## src/rtl/grf_write_arbiter_if.sv

```systemverilog
// Bundle of the W-stage, MD-result and GRF write-port signals seen by grf_write_arbiter.
// The slave modport is the arbiter's view. The master modport is the surrounding pipeline's view.
interface grf_write_arbiter_if #(
  parameter int AW = 1
);
  logic          wb_we;
  logic [4:0]    wb_dst;
  logic [31:0]   wb_data;
  logic [31:0]   wb_pc;
  logic          md_valid;
  logic [4:0]    md_dst;
  logic [31:0]   md_data;
  logic [31:0]   md_pc;
  logic          md_ready;
  logic          grf_we;
  logic [4:0]    grf_dst;
  logic [31:0]   grf_data;
  logic [31:0]   grf_pc;
  logic [31:0]   pending_mask;
  logic [AW:0]   md_count;

  modport slave (
    input  wb_we, wb_dst, wb_data, wb_pc,
    input  md_valid, md_dst, md_data, md_pc,
    output md_ready, grf_we, grf_dst, grf_data, grf_pc,
    output pending_mask, md_count
  );

  modport master (
    output wb_we, wb_dst, wb_data, wb_pc,
    output md_valid, md_dst, md_data, md_pc,
    input  md_ready, grf_we, grf_dst, grf_data, grf_pc,
    input  pending_mask, md_count
  );
endinterface

```

## src/rtl/grf_write_arbiter.sv

```systemverilog
// Shares the single GRF write port between the W stage (absolute priority) and a small FIFO of MD results.
// Queued results drain into idle port cycles. Entries overwritten by a younger W write are killed.
module grf_write_arbiter #(
  parameter int AW    = 1,
  parameter int DEPTH = 2**AW
) (
  input logic              clk,
  input logic              rst,
  grf_write_arbiter_if.slave bus
);

  logic [4:0]  dst_q  [DEPTH];
  logic [31:0] data_q [DEPTH];
  logic [31:0] pc_q   [DEPTH];
  logic [DEPTH-1:0] live_q;

  logic [AW-1:0] wr_ptr;
  logic [AW-1:0] rd_ptr;
  logic [AW:0]   count;
  logic [AW:0]   count_nxt;

  logic wb_active;
  logic full;
  logic head_exists;
  logic head_live;
  logic pop;
  logic push_store;

  assign wb_active   = bus.wb_we & (bus.wb_dst != 5'd0);
  assign full        = (count == (AW+1)'(DEPTH));
  assign head_exists = (count != '0);
  assign head_live   = live_q[rd_ptr];
  // A killed head is discarded without using the port, so it pops even when W is writing.
  assign pop         = head_exists & (~head_live | ~wb_active);
  assign push_store  = bus.md_valid & ~full & (bus.md_dst != 5'd0);
  assign count_nxt   = count + (AW+1)'(push_store) - (AW+1)'(pop);

  assign bus.md_ready = ~full;
  assign bus.md_count = count;

  // Control state: pointers, occupancy, live bits
  always_ff @(posedge clk or posedge rst) begin
    if (rst) begin
      wr_ptr <= '0;
      rd_ptr <= '0;
      count  <= '0;
      live_q <= '0;
    end else begin
      for (int i = 0; i < DEPTH; i++) begin
        if (wb_active && live_q[i] && (dst_q[i] == bus.wb_dst))
          live_q[i] <= 1'b0;
      end
      if (pop) begin
        live_q[rd_ptr] <= 1'b0;
        rd_ptr         <= rd_ptr + 1'b1;
      end
      // Applied last so a result pushed this cycle is not killed by this cycle's W write.
      if (push_store) begin
        live_q[wr_ptr] <= 1'b1;
        wr_ptr         <= wr_ptr + 1'b1;
      end
      count <= count_nxt;
    end
  end

  // Payload storage, written only on push
  always_ff @(posedge clk) begin
    if (push_store) begin
      dst_q[wr_ptr]  <= bus.md_dst;
      data_q[wr_ptr] <= bus.md_data;
      pc_q[wr_ptr]   <= bus.md_pc;
    end
  end

  // Write-port mux
  always_comb begin
    bus.grf_we   = 1'b0;
    bus.grf_dst  = bus.wb_dst;
    bus.grf_data = bus.wb_data;
    bus.grf_pc   = bus.wb_pc;
    if (wb_active) begin
      bus.grf_we = 1'b1;
    end else if (head_exists && head_live) begin
      bus.grf_we   = 1'b1;
      bus.grf_dst  = dst_q[rd_ptr];
      bus.grf_data = data_q[rd_ptr];
      bus.grf_pc   = pc_q[rd_ptr];
    end
  end

  always_comb begin
    bus.pending_mask = '0;
    for (int i = 0; i < DEPTH; i++) begin
      if (live_q[i])
        bus.pending_mask[dst_q[i]] = 1'b1;
    end
    bus.pending_mask[0] = 1'b0;
  end

endmodule

```

## src/flat_wrapper.sv

```systemverilog
// flat-port wrapper written by rule: the top's interface ports become plain ports
module grf_write_arbiter_flat 
#(
  parameter int AW    = 1,
  parameter int DEPTH = 2**AW
)
  (clk, rst, bus_wb_we, bus_wb_dst, bus_wb_data, bus_wb_pc, bus_md_valid, bus_md_dst, bus_md_data, bus_md_pc, bus_md_ready, bus_grf_we, bus_grf_dst, bus_grf_data, bus_grf_pc, bus_pending_mask, bus_md_count);
  grf_write_arbiter_if #(.AW(AW)) bus_i ();
  input logic clk;
  input logic rst;
  input wire logic [$bits(bus_i.wb_we)-1:0] bus_wb_we;
  input wire logic [$bits(bus_i.wb_dst)-1:0] bus_wb_dst;
  input wire logic [$bits(bus_i.wb_data)-1:0] bus_wb_data;
  input wire logic [$bits(bus_i.wb_pc)-1:0] bus_wb_pc;
  input wire logic [$bits(bus_i.md_valid)-1:0] bus_md_valid;
  input wire logic [$bits(bus_i.md_dst)-1:0] bus_md_dst;
  input wire logic [$bits(bus_i.md_data)-1:0] bus_md_data;
  input wire logic [$bits(bus_i.md_pc)-1:0] bus_md_pc;
  output wire logic [$bits(bus_i.md_ready)-1:0] bus_md_ready;
  output wire logic [$bits(bus_i.grf_we)-1:0] bus_grf_we;
  output wire logic [$bits(bus_i.grf_dst)-1:0] bus_grf_dst;
  output wire logic [$bits(bus_i.grf_data)-1:0] bus_grf_data;
  output wire logic [$bits(bus_i.grf_pc)-1:0] bus_grf_pc;
  output wire logic [$bits(bus_i.pending_mask)-1:0] bus_pending_mask;
  output wire logic [$bits(bus_i.md_count)-1:0] bus_md_count;
  assign bus_i.wb_we = bus_wb_we;
  assign bus_i.wb_dst = bus_wb_dst;
  assign bus_i.wb_data = bus_wb_data;
  assign bus_i.wb_pc = bus_wb_pc;
  assign bus_i.md_valid = bus_md_valid;
  assign bus_i.md_dst = bus_md_dst;
  assign bus_i.md_data = bus_md_data;
  assign bus_i.md_pc = bus_md_pc;
  assign bus_md_ready = bus_i.md_ready;
  assign bus_grf_we = bus_i.grf_we;
  assign bus_grf_dst = bus_i.grf_dst;
  assign bus_grf_data = bus_i.grf_data;
  assign bus_grf_pc = bus_i.grf_pc;
  assign bus_pending_mask = bus_i.pending_mask;
  assign bus_md_count = bus_i.md_count;
  grf_write_arbiter #(.AW(AW), .DEPTH(DEPTH)) u_core (.clk(clk), .rst(rst), .bus(bus_i));
endmodule
```

## config.mk

```make
export PLATFORM = sky130hd
export DESIGN_NAME = grf_write_arbiter_flat
export DESIGN_NICKNAME = d
export VERILOG_FILES = /design/src/rtl/grf_write_arbiter_if.sv /design/src/rtl/grf_write_arbiter.sv /design/src/flat_wrapper.sv
export SDC_FILE = /design/constraint.sdc
export NUM_CORES = 1
export LEC_CHECK = 0
export CORE_AREA = 2 2 165 167
export DETAILED_ROUTE_END_ITERATION = 12
export DIE_AREA = 0 0 167 169
export GPL_TIMING_DRIVEN = 0
export HOLD_SLACK_MARGIN = 0.02
export SLEW_MARGIN = 10
export SYNTH_ARGS = -nofsm -noshare
export SYNTH_HDL_FRONTEND = slang
export SYNTH_SLANG_ARGS = --single-unit
export TNS_END_PERCENT = 10
```

## constraint.sdc

```tcl
create_clock -name clk -period 5.7 [get_ports clk]
set_input_delay 1.14 -clock clk [delete_from_list [all_inputs] [get_ports clk]]
set_output_delay 1.14 -clock clk [all_outputs]
set_load 0.01 [all_outputs]
```

==> results of run 1 <==
-- cells in the mapped netlist --
master	count
nor3_1	2
nand4_1	2
nand3_1	4
buf_6	2
a21o_1	1
o22ai_1	31
ha_1	2
mux2_2	1
nor2_1	5
o211ai_1	1
or3_1	4
mux2i_1	69
o21ai_0	125
clkbuf_1	36
or2_0	1
a21oi_1	2
xnor2_1	7
o31a_1	2
dfrtp_1	6
o21ai_1	15
buf_2	3
or4_1	1
nand2_1	2
nand3b_1	10
inv_1	6
a211o_1	1
edfxtp_1	138
nand2b_1	2
conb_1	1
a31o_2	1
or3b_2	6
buf_4	1
xor2_1	6
-- flip-flops by register name, summed over array words and instances, names as in the netlist --
signal               count
u_core.bus.md_count      2
u_core.dst_q            10
u_core.data_q           64
u_core.pc_q             64
u_core.wr_ptr            1
u_core.rd_ptr            1
u_core.live_q            2
-- routing by layer --
layer	global-route usage, %	vias up	wire, um
li1	-	2471	-
met1	17.5	2484	8760
met2	24.5	194	9920
met3	3.88	17	1130
met4	3.82	4	246
met5	0	-	24
-- cell families after synthesis --
logic type	after synthesis	synth area share (%)
multiplexers	70	10.7
AO/OA/AOI/OAI	179	14.6
flip-flops	144	65.6
AND/OR/NAND/NOR	39	3.79
adder cells (fa/ha/maj)	2	0.382
buffers and inverters	48	3.10
XOR/XNOR	13	1.74
other	1	0.0573
-- stage by stage --
stage          power [mW]  hold slack, ns  utilization [%]  TNS (ns)  setup WS (ns)
6_report             4.68           0.557             38.4         0          0.500
5_1_grt              4.98           0.597             38.4         0          0.323
4_1_cts              4.76           0.561             38.4         0          0.475
3_5_place_dp         3.60           0.546             36.2         0          0.504
3_3_place_gp         3.54           0.483             35.6   -280.30          -2.02
2_1_floorplan        2.55           0.468                -         0          0.885
-- power breakdown --
part	total (mW)	leakage [nW]	internal [mW]	switching [mW]
clock network	1.13	0.289	0.694	0.437
registers	1.51	1.35	1.44	0.0685
logic	2.04	1.82	0.940	1.10
-- worst register-to-register path, cell delays in order (launching register included) --
cell	delay [ns]
dfrtp_1	0.45
nand2b_1	0.17
o211ai_1	0.26
nor2_4	0.53
buf_16	0.23
buf_12	0.19
-- layout by cell type, fill, tap and decap left out, types with 7 or more instances in the layout --
cell type,Yosys,routed
xnor2_1,7,7
edfxtp_1,138,138
nand3b_1,10,10
clkdlybuf4s50_1,0,245
o22ai_1,31,31
clkbuf_16,0,17
mux2i_1,69,69
o21ai_1,15,14
o21ai_0,125,125
clkbuf_1,36,39
-- worst min-delay path by stage --
stage                                 to  slack, ns
5_1_grt        u_core.wr_ptr$_DFFE_PP0P_       0.60
2_1_floorplan  u_core.wr_ptr$_DFFE_PP0P_       0.47
4_1_cts        u_core.wr_ptr$_DFFE_PP0P_       0.56
3_5_place_dp   u_core.wr_ptr$_DFFE_PP0P_       0.55
3_3_place_gp   u_core.wr_ptr$_DFFE_PP0P_       0.48
6_report       u_core.wr_ptr$_DFFE_PP0P_       0.56
-- area by class of cell --
type | instances | area, um^2 | area share (%)
Sequential cell | 144 | 4290 | 42.2
Clock buffer | 20 | 437 | 4.29
Clock inverter | 12 | 158 | 1.55
Tap cell | 341 | 427 | 4.19
Inverter | 6 | 22.5 | 0.221
Timing Repair Buffer | 252 | 2600 | 25.5
Buffer | 42 | 180 | 1.77
Multi-Input combinational cell | 304 | 2070 | 20.3
==> results.sh, run 1 <==
export IMPL_power_density_mw_per_mm2=460
export IMPL_htree_levels=4
export IMPL_die_area_mm2=0.0282
export IMPL_hold_viol=0
export IMPL_drt_total_wl_um=20100
export IMPL_tightest_slew_ns=0.849
export IMPL_vias=5170
export IMPL_die_w_um=167
export IMPL_outcome="finished, final reports clean"
export IMPL_place_inst=1089
export IMPL_cp_top_family="buffers and inverters"
export IMPL_gp_congestion=0.796
export IMPL_die_h_um=169
export IMPL_final_cells=1121
export IMPL_hold_class="reg2reg"
export IMPL_whs_path_depth=1
export IMPL_post_cts_buffers=0
export IMPL_grt_start_max_net_pins=24
export IMPL_ioPinCount=247
export IMPL_yosysSeqAreaShare_pct=65.6
export IMPL_postCtsHoldBufs=0
export IMPL_yosys_area_top_type="edfxtp_1"
export IMPL_grt_ovfl_total=0
export IMPL_crit_path_frequent_cell="clkdlybuf4s50_1"
export IMPL_antennaDiodeCount=0
export IMPL_regToRegSetupSlack_ns=3.56
export IMPL_coreArea_mm2=0.0265
export IMPL_finalSetupViolations=0
export IMPL_critPathSlowestCell="clkdlybuf4s50_1"
export IMPL_viasPerCell=4.61
export IMPL_crit_required_ns=4.56
export IMPL_grt_pass1_vias=5250
export IMPL_worstPathMaxFanout=10
export IMPL_fmax_mhz=192
export IMPL_crit_type="in2out"
export IMPL_cp_num_buf_inv=4
export IMPL_clkLatencyLatePin_ns=0.41
export IMPL_grt_total_usage_pct=14.2
export IMPL_ant_nets=0
export IMPL_placedInstanceArea_mm2=0.00959
export IMPL_synthCells=496
export IMPL_crit_path_end_kind="output port"
export IMPL_min_period_over_period_pct=91.2
export IMPL_antenna_found_initial=2
export IMPL_wl_per_cell_um=17.9
export IMPL_synth_distinct_cells=33
export IMPL_worst_path_stages=8
export IMPL_cts_sinks=144
export IMPL_ys_ff_latch=144
export IMPL_grt_pass1_wl_um=30600
export IMPL_hpwl_um=14600
export IMPL_power_leakage_nw=3.46
export IMPL_rr_worst_depth=5
export IMPL_row_count=60
export IMPL_crit_end="bus_grf_pc[1]"
export IMPL_cp_data_arrival_time_ns=4.06
export IMPL_finalNetCount=911
export IMPL_yosysTopAreaCellShare_pct=63.3
export IMPL_slowest_delay_ns=0.58
export IMPL_cp_start_kind="input pin"
export IMPL_synth_area_mm2=0.00654
export IMPL_syn_num_nets=640
export IMPL_clk_path_buf_depth=2
export IMPL_clkTransAtPathRegs_ns=0.06
export IMPL_drt_first_pass_iters=4
export IMPL_drt_iter0_drc=347
export IMPL_synth_area_leaders="edfxtp_1, mux2i_1, o21ai_0"
export IMPL_initial_core_util_pct=24.7
export IMPL_clockRootBuffer="clkbuf_16"
export IMPL_slew_violations=0
export IMPL_rsz0062_at_grt="false"
export IMPL_rr_endpoint="u_core.data_q[0][31]$_DFFE_PP_"
export IMPL_fin_crit_ns=5.20
export IMPL_design_area_mm2=0.0102
export IMPL_min_from="u_core.wr_ptr$_DFFE_PP0P_"
export IMPL_worst_r2r_startpoint="u_core.bus.md_count[0]$_DFF_PP0_"
export IMPL_cap_viol_max_count=0
export IMPL_max_vdd_ir_drop_uv=300
export IMPL_syn_area_per_cell_um2=13.2
export IMPL_drive_gt1_share_pct=6.67
export IMPL_fillers=2563
export IMPL_numPortBuffers=245
export IMPL_drc=0
export IMPL_clock_skew_ns=0.0115
export IMPL_crit_path_start="bus_wb_dst[4]"
export IMPL_cts_buffers=17
export IMPL_path_cells="clkdlybuf4s50_1 > or3_1 > o31a_1 > or2_0 > buf_2 > clkbuf_1 > o21ai_0 > clkdlybuf4s50_1"
export IMPL_ys_warnings_count=0
export IMPL_cts_resized=0
export IMPL_syn_to_final_growth_pct=55.6
export IMPL_cts_tree="yes"
export IMPL_slew_headroom_pct=43.4
No activity file was read; power rests on OpenSTA's default activity.
==> run 2, diff against run 1 <==
- CELL_PAD_IN_SITES_DETAIL_PLACEMENT: default -> 1
- CELL_PAD_IN_SITES_GLOBAL_PLACEMENT: default -> 1
- CORE_AREA: 2 2 165 167 -> 2 2 197 141
- DIE_AREA: 0 0 167 169 -> 0 0 199 143
- PLACE_DENSITY_LB_ADDON: default -> 0.1
- clock period: 5.7 -> 5.8 ns (I/O delays scaled with it)
==> results.sh, run 2 (same netlist as run 1, synthesis figures left out) <==
export IMPL_vias=5203
export IMPL_crit_type="in2out"
export IMPL_drt_total_wl_um=21500
export IMPL_max_vdd_ir_drop_uv=216
export IMPL_drt_iter0_drc=202
export IMPL_cts_resized=0
export IMPL_grt_ovfl_total=0
export IMPL_placedInstanceArea_mm2=0.00959
export IMPL_viasPerCell=4.56
export IMPL_reg_top3="u_core.data_q x64, u_core.pc_q x64, u_core.dst_q x10"
export IMPL_grt_total_usage_pct=15.3
export IMPL_clockRootBuffer="clkbuf_16"
export IMPL_cp_start_kind="input pin"
export IMPL_antennaDiodeCount=0
export IMPL_cp_data_arrival_time_ns=4.00
export IMPL_post_cts_buffers=0
export IMPL_postCtsHoldBufs=0
export IMPL_wl_per_cell_um=18.8
export IMPL_die_h_um=143
export IMPL_cap_viol_max_count=0
export IMPL_mostFrequentLayoutCell="clkdlybuf4s50_1"
export IMPL_hpwl_um=16000
export IMPL_syn_to_final_growth_pct=55.2
export IMPL_drt_first_pass_iters=4
export IMPL_final_cell_mix="clkdlybuf4s50_1, edfxtp_1, o21ai_0, mux2i_1, clkbuf_1"
export IMPL_power_leakage_nw=3.44
export IMPL_finalSetupViolations=0
export IMPL_drive_gt1_share_pct=6.81
export IMPL_ioPinCount=247
export IMPL_cts_tree="yes"
export IMPL_hold_class="reg2reg"
export IMPL_final_cells=1142
export IMPL_grt_pass1_wl_um=32800
export IMPL_clock_skew_ns=0.0168
export IMPL_grt_start_max_net_pins=26
export IMPL_row_count=50
export IMPL_total_power_mw=4.53
export IMPL_min_period_over_period_pct=89.1
export IMPL_die_w_um=199
export IMPL_clkLatencyLatePin_ns=0.43
export IMPL_finalNetCount=909
export IMPL_fmax_mhz=194
export IMPL_die_area_mm2=0.0285
export IMPL_gp_congestion=0.813
export IMPL_crit_required_ns=4.64
export IMPL_tightest_slew_ns=0.882
export IMPL_clk_path_buf_depth=2
export IMPL_antenna_found_initial=0
export IMPL_hold_viol=0
export IMPL_rsz0062_at_grt="false"
export IMPL_fin_crit_ns=5.16
export IMPL_htree_levels=4
export IMPL_slew_violations=0
export IMPL_grt_pass1_vias=5628
export IMPL_cts_buffers=17
export IMPL_outcome="finished, final reports clean"
export IMPL_initial_core_util_pct=24.7
export IMPL_design_area_mm2=0.0102
export IMPL_coreArea_mm2=0.0265
export IMPL_drc=0
export IMPL_slew_headroom_pct=41.2
export IMPL_crit_path_end_kind="output port"
export IMPL_clkTransAtPathRegs_ns=0.06
export IMPL_place_inst=1110
export IMPL_worstPathMaxFanout=10
export IMPL_ant_nets=0
export IMPL_numPortBuffers=245
export IMPL_power_density_mw_per_mm2=446
export IMPL_cts_sinks=144
## run 2: changes by cell type in the layout (fill, tap and decap cells not counted), sizes merged
cell | before | now
bufinv | 3 | 0
clkinvlp | 1 | 0
clkbuf | 56 | 53
clkinv | 4 | 5
inv | 10 | 16
buf | 13 | 11
## run 2: path summary, 6_finish.rpt
kind / from / endpoint / slack (ns) / cells past startpoint
setup / recovery: bus_wb_dst[3] / bus_grf_pc[8] / 0.64 / 8
hold / removal: u_core.wr_ptr$_DFFE_PP0P_ / u_core.wr_ptr$_DFFE_PP0P_ / 0.56 / 1
setup reg to reg: u_core.bus.md_count[0]$_DFF_PP0_ / u_core.data_q[0][17]$_DFFE_PP_ / 3.29 / 5
hold reg to reg: u_core.wr_ptr$_DFFE_PP0P_ / u_core.wr_ptr$_DFFE_PP0P_ / 0.56 / 1
max in group asynchronous: rst / u_core.bus.md_count[0]$_DFF_PP0_ / 4.64 / 2
min in group asynchronous: rst / u_core.bus.md_count[1]$_DFF_PP0_ / 0.97 / 2
## run 2: report_power, final
part | internal [mW] | switching [mW] | total [mW]
logic | 0.906 | 1.08 | 1.99
clock network | 0.571 | 0.483 | 1.05
registers | 1.42 | 0.0750 | 1.49
## run 2: area by class of cell
cell class / count / area, um^2
fillers: 2814 / 16300
inverters: 6 / 22.5
clock inverters: 15 / 143
clock buffers: 17 / 425
plain buffers: 42 / 180
multi-input cells: 304 / 2070
well taps: 364 / 455
flip-flops and latches: 144 / 4290
repair buffers: 250 / 2570
## run 2: metrics by stage
stage / setup TNS (ns) / hold slack (ns) / setup slack [ns] / util [%]
final: 0 / 0.558 / 0.635 / 38.4
after floorplan: 0 / 0.468 / 0.965 / -
after CTS: 0 / 0.560 / 0.600 / 38.4
after detailed placement: 0 / 0.548 / 0.633 / 36.2
after global placement: -283.35 / 0.484 / -2.04 / 35.7
after global routing: 0 / 0.609 / 0.460 / 38.4
## run 2: worst max-delay path, stage by stage
cell             delay, ns
clkdlybuf4s50_1       0.51
or3_1                 0.39
o31a_1                0.36
or2_0                 0.25
buf_2                 0.21
clkbuf_1              0.26
o21ai_0               0.28
clkdlybuf4s50_1       0.59
## run 2: per-layer routing
| layer | share of wire [%] | wire (um) | up-vias | GRT usage, % |
|---|---|---|---|---|
| li1 | - | - | 2462 | - |
| met1 | 47 | 10200 | 2555 | 20.9 |
| met2 | 46 | 9850 | 177 | 24.3 |
| met3 | 6.5 | 1390 | 9 | 4.16 |
| met4 | 0.53 | 115 | 0 | 3.61 |
| met5 | 0 | 0 | - | 0 |
